`src/rtl/alu_result_buffer_if.sv`:
```
// Handshake bundle between the registered ALU, the result buffer and the
// downstream consumer. The buffer uses the slave modport; the environment
// (ALU and writeback/display logic) uses the master modport.
interface alu_result_buffer_if #(
    parameter int NUMBITS = 16
) ();
    // ALU -> buffer
    logic               in_valid;
    logic               in_ready;
    logic [NUMBITS-1:0] result;
    logic               carryout;
    logic               overflow;
    logic               zero;
    logic [2:0]         opcode;
    // buffer -> consumer
    logic               out_valid;
    logic               out_ready;
    logic [NUMBITS-1:0] out_result;
    logic               out_carry;
    logic               out_overflow;
    logic               out_zero;
    logic [2:0]         out_opcode;

    modport master (
        output in_valid, result, carryout, overflow, zero, opcode, out_ready,
        input  in_ready, out_valid, out_result, out_carry, out_overflow,
               out_zero, out_opcode
    );

    modport slave (
        input  in_valid, result, carryout, overflow, zero, opcode, out_ready,
        output in_ready, out_valid, out_result, out_carry, out_overflow,
               out_zero, out_opcode
    );
endinterface

```
`src/rtl/alu_result_buffer.sv`:
```
// alu_result_buffer: DEPTH-entry first-word-fall-through FIFO behind the ALU.
// Captures {opcode, zero, overflow, carryout, result} on each accepted
// in_valid, presents the head on out_* with a valid/ready handshake, and
// counts results rejected while full (saturating).
// Optional feature: define STICKY_FLAGS_EN to add clear_sticky and the
// sticky_carry / sticky_overflow outputs.
module alu_result_buffer #(
    parameter int NUMBITS = 16,
    parameter int DEPTH   = 4,
    parameter int DROPW   = 8
) (
    input  logic                       clk,
    input  logic                       reset,
    alu_result_buffer_if.slave         bus,
    output logic [$clog2(DEPTH+1)-1:0] count,
    output logic                       full,
    output logic                       empty,
    output logic [DROPW-1:0]           drop_count
`ifdef STICKY_FLAGS_EN
    ,
    input  logic                       clear_sticky,
    output logic                       sticky_carry,
    output logic                       sticky_overflow
`endif
);
    localparam int AW = $clog2(DEPTH);
    localparam int CW = $clog2(DEPTH+1);

    typedef struct packed {
        logic [2:0]         opcode;
        logic               zero;
        logic               overflow;
        logic               carry;
        logic [NUMBITS-1:0] result;
    } entry_t;

    // Storage is deliberately left out of reset; count/pointers define validity.
    entry_t          mem [DEPTH];
    logic [AW-1:0]   wr_ptr;
    logic [AW-1:0]   rd_ptr;
    logic [CW-1:0]   count_q;
    logic [DROPW-1:0] drop_q;
    logic            push;
    logic            pop;
    entry_t          wr_entry;
    entry_t          head;

    assign full  = (count_q == CW'(DEPTH));
    assign empty = (count_q == '0);
    assign count = count_q;
    assign drop_count = drop_q;

    // No pass-through when full: a pop that cycle does not open a slot.
    assign bus.in_ready  = ~full;
    assign bus.out_valid = ~empty;
    assign push = bus.in_valid & ~full;
    assign pop  = ~empty & bus.out_ready;

    assign wr_entry = '{opcode:   bus.opcode,
                        zero:     bus.zero,
                        overflow: bus.overflow,
                        carry:    bus.carryout,
                        result:   bus.result};

    // Head fall-through, zeroed when empty so no stale entry is visible.
    assign head = empty ? '0 : mem[rd_ptr];
    assign bus.out_result   = head.result;
    assign bus.out_carry    = head.carry;
    assign bus.out_overflow = head.overflow;
    assign bus.out_zero     = head.zero;
    assign bus.out_opcode   = head.opcode;

    // Entry write on accepted push.
    always_ff @(posedge clk) begin
        if (push) mem[wr_ptr] <= wr_entry;
    end

    // Pointer, occupancy and drop-counter state.
    always_ff @(posedge clk) begin
        if (reset) begin
            wr_ptr  <= '0;
            rd_ptr  <= '0;
            count_q <= '0;
            drop_q  <= '0;
        end else begin
            if (push) wr_ptr <= wr_ptr + 1'b1;
            if (pop)  rd_ptr <= rd_ptr + 1'b1;
            case ({push, pop})
                2'b10:   count_q <= count_q + 1'b1;
                2'b01:   count_q <= count_q - 1'b1;
                default: count_q <= count_q;
            endcase
            if (bus.in_valid && full && !(&drop_q)) drop_q <= drop_q + 1'b1;
        end
    end

`ifdef STICKY_FLAGS_EN
    // Sticky flags: set on a pushed flag, cleared on request, set wins.
    always_ff @(posedge clk) begin
        if (reset) begin
            sticky_carry    <= 1'b0;
            sticky_overflow <= 1'b0;
        end else begin
            if (push && bus.carryout) sticky_carry <= 1'b1;
            else if (clear_sticky)    sticky_carry <= 1'b0;
            if (push && bus.overflow) sticky_overflow <= 1'b1;
            else if (clear_sticky)    sticky_overflow <= 1'b0;
        end
    end
`endif
endmodule
```
`src/flat_wrapper.sv`:
```
// flat-port wrapper written by rule: the top's interface ports become plain ports
module alu_result_buffer_flat 
#(
    parameter int NUMBITS = 16,
    parameter int DEPTH   = 4,
    parameter int DROPW   = 8
)
  (clk, reset, count, full, empty, drop_count, bus_in_valid, bus_result, bus_carryout, bus_overflow, bus_zero, bus_opcode, bus_out_ready, bus_in_ready, bus_out_valid, bus_out_result, bus_out_carry, bus_out_overflow, bus_out_zero, bus_out_opcode);
  alu_result_buffer_if #(.NUMBITS(NUMBITS)) bus_i ();
  input  logic clk;
  input  logic reset;
  output logic [$clog2(DEPTH+1)-1:0] count;
  output logic full;
  output logic empty;
  output logic [DROPW-1:0] drop_count;
  input wire logic [$bits(bus_i.in_valid)-1:0] bus_in_valid;
  input wire logic [$bits(bus_i.result)-1:0] bus_result;
  input wire logic [$bits(bus_i.carryout)-1:0] bus_carryout;
  input wire logic [$bits(bus_i.overflow)-1:0] bus_overflow;
  input wire logic [$bits(bus_i.zero)-1:0] bus_zero;
  input wire logic [$bits(bus_i.opcode)-1:0] bus_opcode;
  input wire logic [$bits(bus_i.out_ready)-1:0] bus_out_ready;
  output wire logic [$bits(bus_i.in_ready)-1:0] bus_in_ready;
  output wire logic [$bits(bus_i.out_valid)-1:0] bus_out_valid;
  output wire logic [$bits(bus_i.out_result)-1:0] bus_out_result;
  output wire logic [$bits(bus_i.out_carry)-1:0] bus_out_carry;
  output wire logic [$bits(bus_i.out_overflow)-1:0] bus_out_overflow;
  output wire logic [$bits(bus_i.out_zero)-1:0] bus_out_zero;
  output wire logic [$bits(bus_i.out_opcode)-1:0] bus_out_opcode;
  assign bus_i.in_valid = bus_in_valid;
  assign bus_i.result = bus_result;
  assign bus_i.carryout = bus_carryout;
  assign bus_i.overflow = bus_overflow;
  assign bus_i.zero = bus_zero;
  assign bus_i.opcode = bus_opcode;
  assign bus_i.out_ready = bus_out_ready;
  assign bus_in_ready = bus_i.in_ready;
  assign bus_out_valid = bus_i.out_valid;
  assign bus_out_result = bus_i.out_result;
  assign bus_out_carry = bus_i.out_carry;
  assign bus_out_overflow = bus_i.out_overflow;
  assign bus_out_zero = bus_i.out_zero;
  assign bus_out_opcode = bus_i.out_opcode;
  alu_result_buffer #(.NUMBITS(NUMBITS), .DEPTH(DEPTH), .DROPW(DROPW)) u_core (.clk(clk), .reset(reset), .bus(bus_i), .count(count), .full(full), .empty(empty), .drop_count(drop_count));
endmodule
```
`config.mk`:
```
export PLATFORM = sky130hd
export DESIGN_NAME = alu_result_buffer_flat
export DESIGN_NICKNAME = d
export VERILOG_FILES = /design/src/rtl/alu_result_buffer_if.sv /design/src/rtl/alu_result_buffer.sv /design/src/flat_wrapper.sv
export SDC_FILE = /design/constraint.sdc
export NUM_CORES = 1
export LEC_CHECK = 0
export ABC_AREA = 1
export ABC_CLOCK_PERIOD_IN_PS = 1900
export CAP_MARGIN = 25
export CORE_MARGIN = 5
export CORE_UTILIZATION = 49
export DETAILED_ROUTE_END_ITERATION = 8
export PLACE_DENSITY = 0.87
export SETUP_SLACK_MARGIN = 0.2
export SKIP_LAST_GASP = 1
export SLEW_MARGIN = 10
export SYNTH_ARGS = -nofsm -noshare
export SYNTH_HDL_FRONTEND = slang
export SYNTH_SLANG_ARGS = --single-unit
```
`constraint.sdc`:
```
create_clock -name clk -period 1.9 [get_ports clk]
set_input_delay 0.38 -clock clk [delete_from_list [all_inputs] [get_ports clk]]
set_output_delay 0.38 -clock clk [all_outputs]
set_load 0.1 [all_outputs]
```
==> flow_summary.json <==
{
  "status": "finished, violations left",
  "violations": "setup timing",
  "syn-cell-area_um2": 4290,
  "first_pass_iters": 5,
  "r2r_slack_ns": -0.04,
  "final_cell_area_um2": 6200,
  "crit_path_max_fanout": 15,
  "wl_um": 9850,
  "cts_buffer_depth": 2,
  "hold_class": "reg -> reg",
  "period_minus_slack_ns": 2.05,
  "drive_above_1_share_pct": 30.2,
  "synth.largest_area_cell": "edfxtp_1",
  "synth_area_leaders": "edfxtp_1, nor2_1, dfxtp_1",
  "worstSetupStartpointType": "flop",
  "synth_warnings": 0,
  "skew_ns": 0.0123,
  "drc": 0,
  "viasPerCell": 5.36,
  "cts.sinks": 105,
  "clk_latency_ns": 0.36,
  "clockRootBuffer": "clkbuf_8",
  "clk_pin_slew_ns": 0.09,
  "place_congestion": 0.806,
  "fin_nets": 498,
  "relSlewSlack_pct": 69.6,
  "chipHeight_um": 104,
  "grt_remaining_overflow": 0,
  "grt_max_degree": 45,
  "synth_cell_types": 26,
  "cts_hold_buf": 0,
  "hold_viol": 0,
  "grt_usage_pct": 18.0,
  "initial_utilization_pct": 49.7,
  "period_share_pct": 108,
  "tightest_slew_ns": 0.455,
  "vias": 3097,
  "cts_tree": "built",
  "yosys_register_bits": 105,
  "antenna_cells": 0,
  "synth_fp_nets": 418,
  "critical_path_required_ns": 1.52,
  "setup_viol": 23,
  "synth_top_cell_area_share_pct": 61.6,
  "setup_ws_ns": -0.149,
  "criticalPathCategory": "reg -> out",
  "netlist_instances": 385,
  "io_buffers": 62,
  "fmax_mhz": 488,
  "wire_per_inst_um": 17.0,
  "grt_setup_unrepaired": "true",
  "area_growth_pct": 44.4,
  "grt_pass1_wl_um": 15500,
  "cp.arrival_ns": 1.67,
  "final_cell_mix": "nor2_1, edfxtp_1, o21ai_1",
  "place_area_um2": 5760,
  "dp_hpwl_um": 5790,
  "drtAntennaViolNets": 0,
  "dr.first_iter.drc_count": 186,
  "grt_antenna_before_repair": 0,
  "finalMaxSlewViolations": 0,
  "ys_seq_area_share_pct": 69.5,
  "h-tree-depth": 3,
  "cap_violations": 0,
  "die_area_um2": 10700,
  "fillers": 530,
  "grt_pass1_vias": 3233,
  "num_rows": 34,
  "die_x_um": 104,
  "ios": 63,
  "layout_commonest_cell": "nor2_1",
  "end_kind": "output pin",
  "numCtsBuffers": 9,
  "core_um2": 8640,
  "avgSynthCellArea_um2": 11.1
}
## cell type report
cell class	instances	area, um^2	area share, %
clock buffers	9	124	2.00
flip-flops and latches	105	3010	48.6
repair buffers	84	1210	19.5
clock inverters	7	62.6	1.01
multi-input cells	239	1490	24.1
well taps	108	135	2.18
repair inverters	2	36.3	0.586
inverters	24	123	1.98
## sequential cells by signal, summed over array words and instances (netlist names), named ones only
signal	flops
u_core.mem	88
u_core.drop_count	8
u_core.count	3
u_core.rd_ptr	2
u_core.wr_ptr	2
## cells in the mapped netlist (all sizes together)
library cell and count:
nor2 108, nand4 1, nand3b 1, o21ai 50, clkbuf 5, inv 24, fa 1, nand3 9
ha 6, nand2 23, dfxtp 17, xor2 1, a21oi 38, xnor2 1, buf 12, edfxtp 88
## cell families after synthesis
group	Yosys count	share of synthesized area (%)
xor gates and xnor gates	2	0.408
and+or+nand+nor	142	13.3
AOI/OAI and AO/OA	88	10.3
adders and majority gates	7	2.22
buffers and inverters	41	4.31
DFF	105	69.5
## final timing paths
check,cells after the start,from,end
max,6,flop,bus_out_result[2]
min reg2reg,1,u_core.rd_ptr[0],u_core.rd_ptr[0]
max reg2reg,11,u_core.count[0],u_core.count[2]
min,1,u_core.rd_ptr[0],u_core.rd_ptr[0]
## through the flow
step                      setup slack, ns  hold WS [ns]  setup TNS (ns)  util [%]  instances
after floorplan                    -0.188         0.457          -11.04         -        385
after global placement            -0.0829         0.473          -0.102      66.7        549
after detailed placement           -0.185         0.489           -1.24      66.7        549
after CTS                          -0.131         0.508           -2.36      71.1        574
after global routing               -0.215         0.553           -4.07      71.8        578
final                              -0.149         0.507           -2.19      71.8        578
## critical path: stages, from the launching register on
cell and delay (ns):
dfxtp_4 0.46, buf_12 0.17, nor2_1 0.05, nor2_1 0.09, o21ai_0 0.15, a21oi_4 0.21
buf_12 0.19
## per-layer routing
layer  global-route usage [%]  vias up  share of wire [%]
met5                        0        -                  0
met4                     8.53        0                2.4
met3                     4.35       19                6.7
met2                     32.0      127                 54
met1                     20.1     1462                 37
li1                         -     1489                  -
## what timing repair did
action,CTS,global route
gates resized for setup,35,11
gates cloned,3,0
buffers inserted,6,4
setup endpoints to repair,27,28
pin swaps,8,10
Power is left out: the tool's default activity adds up to more than one toggle a clock period on the data nets, which glitch-free logic cannot reach.
